## src/rtl/uart_tx_fifo.sv

```systemverilog
// Transmit holding FIFO between host and UART transmitter: circular buffer with registered count and sticky overrun.
// Optional synchronous flush input enabled by defining UART_TXFIFO_FLUSH_EN.
module uart_tx_fifo #(
   parameter int DEPTH  = 16,
   parameter int DATA_W = 8
) (
   input  logic                     baud_clk,
   input  logic                     reset,
   input  logic                     wr_en,
   input  logic [DATA_W-1:0]        wr_data,
   input  logic                     overrun_clr,
   input  logic                     Txhr_rd_en,
`ifdef UART_TXFIFO_FLUSH_EN
   input  logic                     tx_flush,
`endif
   output logic [DATA_W-1:0]        tx_data_o,
   output logic                     Txhr_empty,
   output logic                     full,
   output logic [$clog2(DEPTH):0]   tx_count,
   output logic                     overrun
);

   localparam int AW = $clog2(DEPTH);
   localparam int CW = AW + 1;

   logic [DATA_W-1:0] mem [DEPTH];

   logic [AW-1:0]     wr_ptr_q, wr_ptr_d;
   logic [AW-1:0]     rd_ptr_q, rd_ptr_d;
   logic [CW-1:0]     count_q, count_d;
   logic [DATA_W-1:0] tx_data_q, tx_data_d;
   logic              overrun_q, overrun_d;
   logic              flush, push_ok, pop_ok, drop;

`ifdef UART_TXFIFO_FLUSH_EN
   assign flush = tx_flush;
`else
   assign flush = 1'b0;
`endif

   assign Txhr_empty = (count_q == '0);
   assign full       = (count_q == CW'(DEPTH));
   assign tx_count   = count_q;
   assign tx_data_o  = tx_data_q;
   assign overrun    = overrun_q;

   always_comb begin
      // A pop frees a slot in the same cycle, so a push at full still goes through.
      pop_ok    = Txhr_rd_en && !Txhr_empty && !flush;
      push_ok   = wr_en && (!full || pop_ok) && !flush;
      drop      = wr_en && full && !pop_ok && !flush;
      wr_ptr_d  = wr_ptr_q;
      rd_ptr_d  = rd_ptr_q;
      count_d   = count_q;
      tx_data_d = tx_data_q;
      overrun_d = overrun_q;
      if (flush) begin
         wr_ptr_d = '0;
         rd_ptr_d = '0;
         count_d  = '0;
      end else begin
         if (push_ok) wr_ptr_d = wr_ptr_q + AW'(1);
         if (pop_ok) begin
            rd_ptr_d  = rd_ptr_q + AW'(1);
            tx_data_d = mem[rd_ptr_q];
         end
         if (push_ok && !pop_ok)      count_d = count_q + CW'(1);
         else if (pop_ok && !push_ok) count_d = count_q - CW'(1);
         // Set has priority over clear.
         if (drop)             overrun_d = 1'b1;
         else if (overrun_clr) overrun_d = 1'b0;
      end
   end

   always_ff @(posedge baud_clk) begin
      if (push_ok && !reset) mem[wr_ptr_q] <= wr_data;
   end

   always_ff @(posedge baud_clk) begin
      if (reset) begin
         wr_ptr_q  <= '0;
         rd_ptr_q  <= '0;
         count_q   <= '0;
         tx_data_q <= '0;
         overrun_q <= 1'b0;
      end else begin
         wr_ptr_q  <= wr_ptr_d;
         rd_ptr_q  <= rd_ptr_d;
         count_q   <= count_d;
         tx_data_q <= tx_data_d;
         overrun_q <= overrun_d;
      end
   end

endmodule

```

## config.mk

```make
export PLATFORM = sky130hd
export DESIGN_NAME = uart_tx_fifo
export DESIGN_NICKNAME = d
export VERILOG_FILES = /design/src/rtl/uart_tx_fifo.sv
export SDC_FILE = /design/constraint.sdc
export NUM_CORES = 1
export LEC_CHECK = 0
export ABC_CLOCK_PERIOD_IN_PS = 8550
export BUFFER_PORTS_ARGS = -buffer_cell sky130_fd_sc_hd__buf_2
export CAP_MARGIN = 25
export CORE_MARGIN = 1.5
export CORE_UTILIZATION = 25
export DETAILED_ROUTE_END_ITERATION = 7
export PLACE_DENSITY_LB_ADDON = 0.08
export SYNTH_ARGS = -nofsm -noshare
export SYNTH_HDL_FRONTEND = slang
export SYNTH_SLANG_ARGS = --single-unit
```

## constraint.sdc

```tcl
create_clock -name baud_clk -period 8.55 [get_ports baud_clk]
set_input_delay 0.4275 -clock baud_clk [delete_from_list [all_inputs] [get_ports baud_clk]]
set_output_delay 0.4275 -clock baud_clk [all_outputs]
set_load 0.02 [all_outputs]
```

==> results.toml, run 1 <==
[pwr]
irDropWorstVdd_uv = 114.9
intPower_mw = 1.418
pwr-share-seq_pct = 43.1
p_sw_share_pct = 28.98
pwr-share-comb_pct = 19.7
power.leakage_nw = 2.263
power_density_nw_per_um2 = 283.1
power_switching_uw = 578.8
pwr-share-clk_pct = 37.2

[clock_tree]
cts_tree = "built"
cts_buffers = 17
ctsHoldBuffers = 0
cts_buffer_depth = 2
htreeDepth = 4
post_cts_resized = 0
clk_pin_slew_ps = 60
clock_latency_ps = 430
post_cts_buffers = 0
root_buffer = "clkbuf_16"
clock_sinks = 150

[layout]
layout_commonest_cell = "edfxtp_1"
antenna_cells = 0
syn2layout_area_growth_pct = 17.38
final_util_pct = 29.97
multi_input_area_um2 = 1589
layout_common_cells = "edfxtp_1 (128), nor2_1 (44), mux2i_1 (35), buf_2 (28), dfxtp_1 (21)"
drive_gt1_share_pct = 20.78
fin_nets = 419
regArea_um2 = 4285
fillers = 2380

[critical_path]
start_kind = "register"
cp.required_ps = 8870
worstSetupPathType = "register to register"
end_kind = "register"
r2r_end = "tx_count[4]"
crit_fanout = 11
reg2reg_from = "tx_count[0]"
critPathArrivalTime_ps = 3640
cp-startpoint = "tx_count[0]"
r2r_cells = 10
worst-r2r-setup-slack_ps = 5220

[drt]
via_per_inst = 4.367
vias = 3179
wl_per_cell_um = 20.47
drt-total-wl_um = 14900
drc = 0
ant_nets = 0
drt-pass1-iter-count = 4
drtIter0Drc = 267

[timing]
min_period_over_period_pct = 38.89
slew_headroom_pct = 38.40
fin_worst_skew_ps = 10.09
slew_violations = 0
min_period_ps = 3325
rsz0062_at_grt = "no"
max_clock_freq_mhz = 300.7
worstMarginPinSlew_ps = 920.5
hold_viol = 0
setup_tns_ps = 0
finalSetupViolCount = 0

[worst_hold_path]
hold_path.class = "input port to register"
hold_end = "overrun"
worst_hold_path.num_cells = 3
min_from = "wr_en"

[floorplan]
dieArea_um2 = 24980
rows = 56
dieWidth_um = 158.1
initial_core_util_pct = 25.53
ios = 29
core_um2 = 23540
die-height_um = 158.1

[outcome]
status = "complete, no violations"

[synthesis]
ys_types = 37
synth-edff-count = 128
yosysSeqAreaShare_pct = 71.27
synth_nets = 387
yosysTopAreaCellShare_pct = 63.95
syn_area_per_cell_um2 = 16.51
yosysTopAreaCell = "edfxtp_1"
async_flop_share_pct = 0
ys_ff_latch = 150
syn-cell-area_um2 = 6011
synth-main-ff-cell = "edfxtp_1"
yosys-top-cells-area = "edfxtp_1 (64%), dfxtp_1 (7.3%), mux4_2 (6.0%)"
ys_warn_count = 0
syn_inst = 364

[placed_design]
dp_hpwl_um = 9377
gp_congestion = 0.7516
io_buffers = 28

[job]
cap_viol_max_count = 0

[global_routing]
grt_antenna_before_repair = 0
grt_pass1_vias = 3293
grt-ovfl-total = 0
gr-usage-all-layers_pct = 12.93
grt_max_degree = 51
grt_pass1_wl_um = 22050
## worst max-delay path by stage
| stage | to | slack [ps] |
|---|---|---|
| 2_1_floorplan | tx_count[4] | 5540 |
| 3_3_place_gp | tx_count[4] | 5250 |
| 3_5_place_dp | tx_count[4] | 5220 |
| 4_1_cts | tx_count[4] | 5200 |
| 5_1_grt | tx_count[4] | 5010 |
| 6_report | tx_count[4] | 5220 |
## metrics by stage
stage	total power, mW	hold WS [ps]	instances	cell area (µm²)	setup slack, ps
6_report	1.997	304.3	728	7056	5225
5_1_grt	2.094	299.7	728	7056	5010
4_1_cts	2.028	290.0	728	7056	5204
3_5_place_dp	1.279	500.0	696	6475	5224
3_3_place_gp	1.277	498.7	694	6452	5252
2_1_floorplan	1.158	508.7	364	6011	5535
## power by group through the flow
stage | registers [mW] | clock network, mW | logic (mW)
2_1_floorplan | 0.898 | 0 | 0.260
3_3_place_gp | 0.876 | 0 | 0.402
3_5_place_dp | 0.876 | 0 | 0.403
4_1_cts | 0.860 | 0.762 | 0.406
5_1_grt | 0.866 | 0.794 | 0.434
6_report | 0.860 | 0.743 | 0.394
## flip-flops by register name (all words and copies together), names as in the netlist
signal	count
wr_ptr_q	4
tx_count	5
overrun	1
tx_data_o	8
mem	128
rd_ptr_q	4
## cell families after synthesis
kind of cell,Yosys count,synth area share [%]
compound gates,38,4.579
xor+xnor,9,1.311
fa+ha+maj,10,2.207
buf+inv,24,2.290
flops,150,71.27
mux,52,12.01
simple gates,81,6.328
## Yosys cell counts (5+ instances only)
cell type / number
ha_1: 9
dfxtp_1: 22
nand2_1: 6
edfxtp_1: 128
xor2_1: 6
a21oi_1: 5
mux2i_1: 35
mux4_2: 16
o22ai_1: 16
nor2_1: 44
nor4_1: 8
a22o_1: 8
nor3_1: 8
## final cells by class
cell class / count / area share, %
Sequential cell: 150 / 60.74
Multi-Input combinational cell: 190 / 22.52
Clock buffer: 19 / 6.136
Tap cell: 319 / 5.657
Timing Repair Buffer: 32 / 2.518
Clock inverter: 13 / 2.093
Inverter: 5 / 0.3369
## worst max-delay path, stage by stage, from the launching register on
cell and delay, ps:
dfxtp_1 370, or4_1 730, o21a_4 340, clkinv_4 120, ha_1 180, inv_1 110, fa_1 420, a21o_1 200
a21oi_1 190, mux2i_1 220, mux2_2 340
## metal layers
metal / vias up / track usage [%] / part of all wire (%)
met3: 9 / 3.723 / 3.9
met5: - / 0 / 0
met1: 1640 / 17.03 / 46
met4: 0 / 3.738 / 0.99
li1: 1483 / - / -
met2: 47 / 20.66 / 49
No activity file was read; power rests on OpenSTA's default activity.
==> run 2: changes to the inputs <==
- ABC_CLOCK_PERIOD_IN_PS: 8550 -> 2990
- clock period: 8.55 -> 2.99 ns (I/O delays scaled with it)
==> run 2 against run 1 <==
  * Final cell count increased by 2.9%
  * Clock skew decreased by 0.58 ps
  * Critical path depth unchanged
  * Sequential share of layout area decreased by 2.1 points
  * Combinational power increased to 3.1 times the previous value
  * Non-clock buffer count increased by 21
  * Largest power group unchanged
==> results.toml, run 2 (synthesized netlist as in run 1, its figures left out) <==
[outcome]
status = "complete, no violations"

[placed_design]
dp_slack_ps = 90.41
dp_hpwl_um = 9203
gp_congestion = 0.7782
dp.cells = 717
io_buffers = 28

[drt]
via_per_inst = 4.338
drc = 0
drt-total-wl_um = 14310
drt-pass1-iter-count = 4
ant_nets = 0
wl_per_cell_um = 19.11
vias = 3249
drtIter0Drc = 241

[worst_hold_path]
hold_path.class = "input port to register"

[critical_path]
cp.required_ps = 3300
critPathArrivalTime_ps = 3110
crit_fanout = 4
end_kind = "register"
path_cells = "or4_4 > o21a_4 > clkinv_4 > ha_1 > inv_1 > fa_1 > a21o_1 > a21oi_2 > mux2i_1 > mux2_2"
worstSetupPathType = "register to register"
slowest_delay_ps = 550
cp_slowest_cell = "or4_4"
start_kind = "register"

[global_routing]
grt_pass1_vias = 3326
grt-ovfl-total = 0
gr-usage-all-layers_pct = 12.38
grt_antenna_before_repair = 0
grt_pass1_wl_um = 21390
grt_max_degree = 33

[floorplan]
ios = 29
initial_core_util_pct = 25.53
core_um2 = 23540
dieWidth_um = 158.1
die-height_um = 158.1
dieArea_um2 = 24980
rows = 56

[timing]
worstMarginPinSlew_ps = 865.7
slew_violations = 0
finalSetupViolCount = 0
min_period_over_period_pct = 93.88
max_clock_freq_mhz = 356.3
fin_ws_ps = 183.1
rsz0062_at_grt = "no"
min_period_ps = 2807
slew_headroom_pct = 42.07
fin_worst_skew_ps = 9.511
setup_tns_ps = 0
hold_viol = 0

[pwr]
power.leakage_nw = 2.419
power_density_nw_per_um2 = 827.0
irDropWorstVdd_uv = 339.4

[clock_tree]
cts_tree = "built"
post_cts_buffers = 0
cts_buffer_depth = 2
clk_pin_slew_ps = 70
htreeDepth = 4
clock_latency_ps = 420
root_buffer = "clkbuf_16"
clock_sinks = 150
cts_buffers = 17
ctsHoldBuffers = 0

[layout]
multi_input_area_um2 = 1597
fillers = 2377
layout_commonest_cell = "edfxtp_1"
layout_common_cells = "edfxtp_1 (128), nor2_1 (44), mux2i_1 (35), buf_2 (28), buf_4 (23)"
largest_reg_flops = 128
antenna_cells = 0
drive_gt1_share_pct = 25.58
final_util_pct = 31.05
syn2layout_area_growth_pct = 21.63
fin_nets = 440
final_cells = 749
regArea_um2 = 4287
largest_register = "mem"

[job]
cap_viol_max_count = 0
==> run 2: cell types whose count changed in the layout (fill, tap and decap cells not counted), moves of 2 or more <==
cell,change
buf_6,-2
buf_4,+21
bufinv_16,+3
buf_12,+2
clkinvlp_4,-2
==> run 2: path summary, 6_finish.rpt <==
check | slack [ps] | cells past startpoint | end | start
worst min register to register | 490 | 2 | tx_data_o[4] | tx_data_o[4]
worst max-delay path | 180 | 10 | tx_count[4] | tx_count[0]
worst min-delay path | 30 | 3 | overrun | wr_en
worst max register to register | 180 | 10 | tx_count[4] | tx_count[0]
==> run 2: what timing repair did <==
action                                  4_1_cts  5_1_grt
endpoints found under the setup margin        0        1
hold endpoints to repair                      0        0
gates resized for setup                       0        2
==> run 2: metrics by stage <==
| stage | hold slack, ps | power [mW] | area, µm² |
|---|---|---|---|
| after global routing | 28.01 | 6.328 | 7311 |
| after global placement | 461.8 | 3.735 | 6651 |
| after detailed placement | 462.7 | 3.740 | 6651 |
| after CTS | 10.52 | 6.125 | 7303 |
| after floorplan | 248.4 | 3.312 | 6012 |
| final | 28.66 | 6.046 | 7311 |
==> run 2: report_power, final <==
part	switching [mW]	internal (mW)	total, mW
registers	0.0752	2.37	2.45
logic	0.699	0.531	1.23
clock network	0.874	1.49	2.37
==> run 2: cell type report <==
type / count / share of cell area [%]
well taps: 319 / 5.460
inverters: 5 / 0.3252
clock buffers: 18 / 5.870
repair buffers: 53 / 4.826
clock inverters: 14 / 3.046
flip-flops and latches: 150 / 58.63
multi-input cells: 190 / 21.84
==> run 2: critical path, delay by kind of cell (launching register included) <==
family                   cells  cell delay [ps]
adder cells (fa/ha/maj)      2              540
multiplexers                 2              560
flip-flops                   1              320
AO/OA/AOI/OAI                3              590
AND/OR/NAND/NOR              1              550
buffers and inverters        2              130
==> run 2: per-layer routing <==
layer	wire [µm]	global-route usage (%)	vias to the layer above	share of wire, %
li1	-	-	1524	-
met1	6697	15.88	1655	47
met2	6944	20.34	55	49
met3	498	3.093	15	3.5
met4	174	4.272	0	1.2
met5	0	0	-	0
==> run 3: changes to the inputs <==
- ABC_CLOCK_PERIOD_IN_PS: 2990 -> 2500
- CORE_UTILIZATION: 25 -> 48
- clock period: 2.99 -> 2.5 ns (I/O delays scaled with it)
==> run 3 against run 2 <==
  * The flow now finishes with violations (negative setup slack)
  * Flip-flop and latch count stayed put
  * Non-clock buffer count is 6 lower
  * Clock skew is 10 ps higher
  * Global-route usage is 8.0 points higher
  * Combinational power is 24% higher
  * Wire length is 15% lower
  * Final cell count is 21% lower
  * Register-to-register slack worse by 330 ps
  * Worst setup slack worse by 330 ps
  * Via count is 3.0% lower
  * Sequential share of layout area is 2.3 points higher
  * Critical path depth stayed put
  * Critical endpoint unchanged
  * Largest power group unchanged
==> results.toml, run 3 (synthesized netlist as in run 1, its figures left out) <==
[outcome]
status = "finished with violations"
violations = "negative setup slack"

[floorplan]
rows = 40
die-height_um = 114.9
dieArea_um2 = 13200
initial_core_util_pct = 49.63
dieWidth_um = 114.9
ios = 29
core_um2 = 12110

[pwr]
power_switching_mw = 1.855
power.leakage_nw = 2.343
finalPower_mw = 6.961
pwr-share-seq_pct = 42.2
irDropWorstVdd_uv = 490.6
pwr-share-clk_pct = 35.7
p_sw_share_pct = 26.64
power_density_nw_per_um2 = 988.9
intPower_mw = 5.107
pwr-share-comb_pct = 22.0

[timing]
slew_violations = 0
min_period_ps = 2652
max_clock_freq_mhz = 377.1
hold_viol = 0
rsz0062_at_grt = "yes"
fin_worst_skew_ps = 19.54
min_period_over_period_pct = 106.1
fin_ws_ps = -151.7
setup_tns_ps = -151.7
finalSetupViolCount = 1
worstMarginPinSlew_ps = 924.9
slew_headroom_pct = 38.11

[clock_tree]
htreeDepth = 4
root_buffer = "clkbuf_16"
clock_sinks = 150
clk_pin_slew_ps = 60
cts_tree = "built"
cts_buffers = 17
cts_buffer_depth = 2
clock_latency_ps = 430

[placed_design]
gp_congestion = 0.7285
dp_hpwl_um = 7852
post_dp_cell_area_um2 = 6442
io_buffers = 28

[drt]
via_per_inst = 5.324
vias = 3152
drt-total-wl_um = 12110
drc = 0
ant_nets = 0
drt-pass1-iter-count = 4
wl_per_cell_um = 20.45
drtIter0Drc = 227

[layout]
fin_nets = 434
syn2layout_area_growth_pct = 17.11
final_cell_area_um2 = 7039
antenna_cells = 0
final_util_pct = 58.12
largest_register = "mem"
layout_commonest_cell = "edfxtp_1"
fillers = 983
drive_gt1_share_pct = 24.29
layout_common_cells = "edfxtp_1 (128), nor2_1 (44), mux2i_1 (35), buf_2 (28), dfxtp_1 (18)"
largest_reg_flops = 128

[critical_path]
end_kind = "register"
cp.required_ps = 2810
start_kind = "register"
worstSetupPathType = "register to register"
crit_fanout = 5
reg2reg_from = "tx_count[2]"
critPathArrivalTime_ps = 2960
cp-startpoint = "tx_count[2]"

[worst_hold_path]
min_from = "wr_en"
hold_path.class = "input port to register"

[global_routing]
grt_antenna_before_repair = 0
grt-ovfl-total = 0
grt_pass1_wl_um = 18800
gr-usage-all-layers_pct = 20.34
grt_pass1_vias = 3190
grt_max_degree = 33

[job]
cap_viol_max_count = 0
## run 3: metrics by stage
stage | hold slack (ps) | setup slack [ps] | std cells
floorplan | 223.9 | -302.6 | 364
global placement | 434.1 | -153.6 | 558
detailed placement | 436.2 | -197.2 | 558
CTS | 16.43 | -167.5 | 592
global route | 57.11 | -260.2 | 592
finish | 26.76 | -151.7 | 592
## run 3: worst paths after layout
path | endpoint | cells past startpoint | slack, ps
worst max-delay path | tx_count[4] | 10 | -150
worst max register to register | tx_count[4] | 10 | -150
worst min-delay path | overrun | 3 | 30
worst min register to register | tx_data_o[6] | 2 | 490
## run 3: critical path, cell delays in order (launching register included)
cell and delay (ps):
dfxtp_2 320, or4_4 560, o21a_4 230, clkinv_4 60, ha_4 140, inv_4 50, fa_2 340, a21o_1 170
a21oi_2 140, mux2i_1 200, mux2_2 340
## run 3: area by class of cell
class	instances	area, µm²	share of cell area [%]
clock inverters	11	132.6	1.884
multi-input cells	190	1628	23.12
well taps	168	210.2	2.986
clock buffers	21	440.4	6.257
flip-flops and latches	150	4292	60.97
repair buffers	47	310.3	4.408
inverters	5	26.28	0.3733
## run 3: timing repair
item / 4_1_cts / 5_1_grt
endpoints found under the hold margin: 1 / 0
setup buffers: 1 / 0
resized for setup: 1 / 1
setup endpoints to repair: 1 / 2
hold buffers: 1 / 0
pin swaps: 1 / 0
## run 3: routing by layer
metal | vias up | part of all wire (%) | track usage, %
met3 | 16 | 4.8 | 4.797
met4 | 0 | 1.5 | 8.148
met5 | - | 0 | 0
met1 | 1554 | 45 | 27.62
met2 | 75 | 48 | 32.06
li1 | 1507 | - | -
## run 3: power groups by stage
stage | Clock, mW | Combinational [mW] | Sequential (mW)
2_1_floorplan | 0 | 0.942 | 3.08
3_3_place_gp | 0 | 1.50 | 2.99
3_5_place_dp | 0 | 1.52 | 2.99
4_1_cts | 2.52 | 1.55 | 2.94
5_1_grt | 2.63 | 1.68 | 2.96
6_report | 2.49 | 1.53 | 2.94
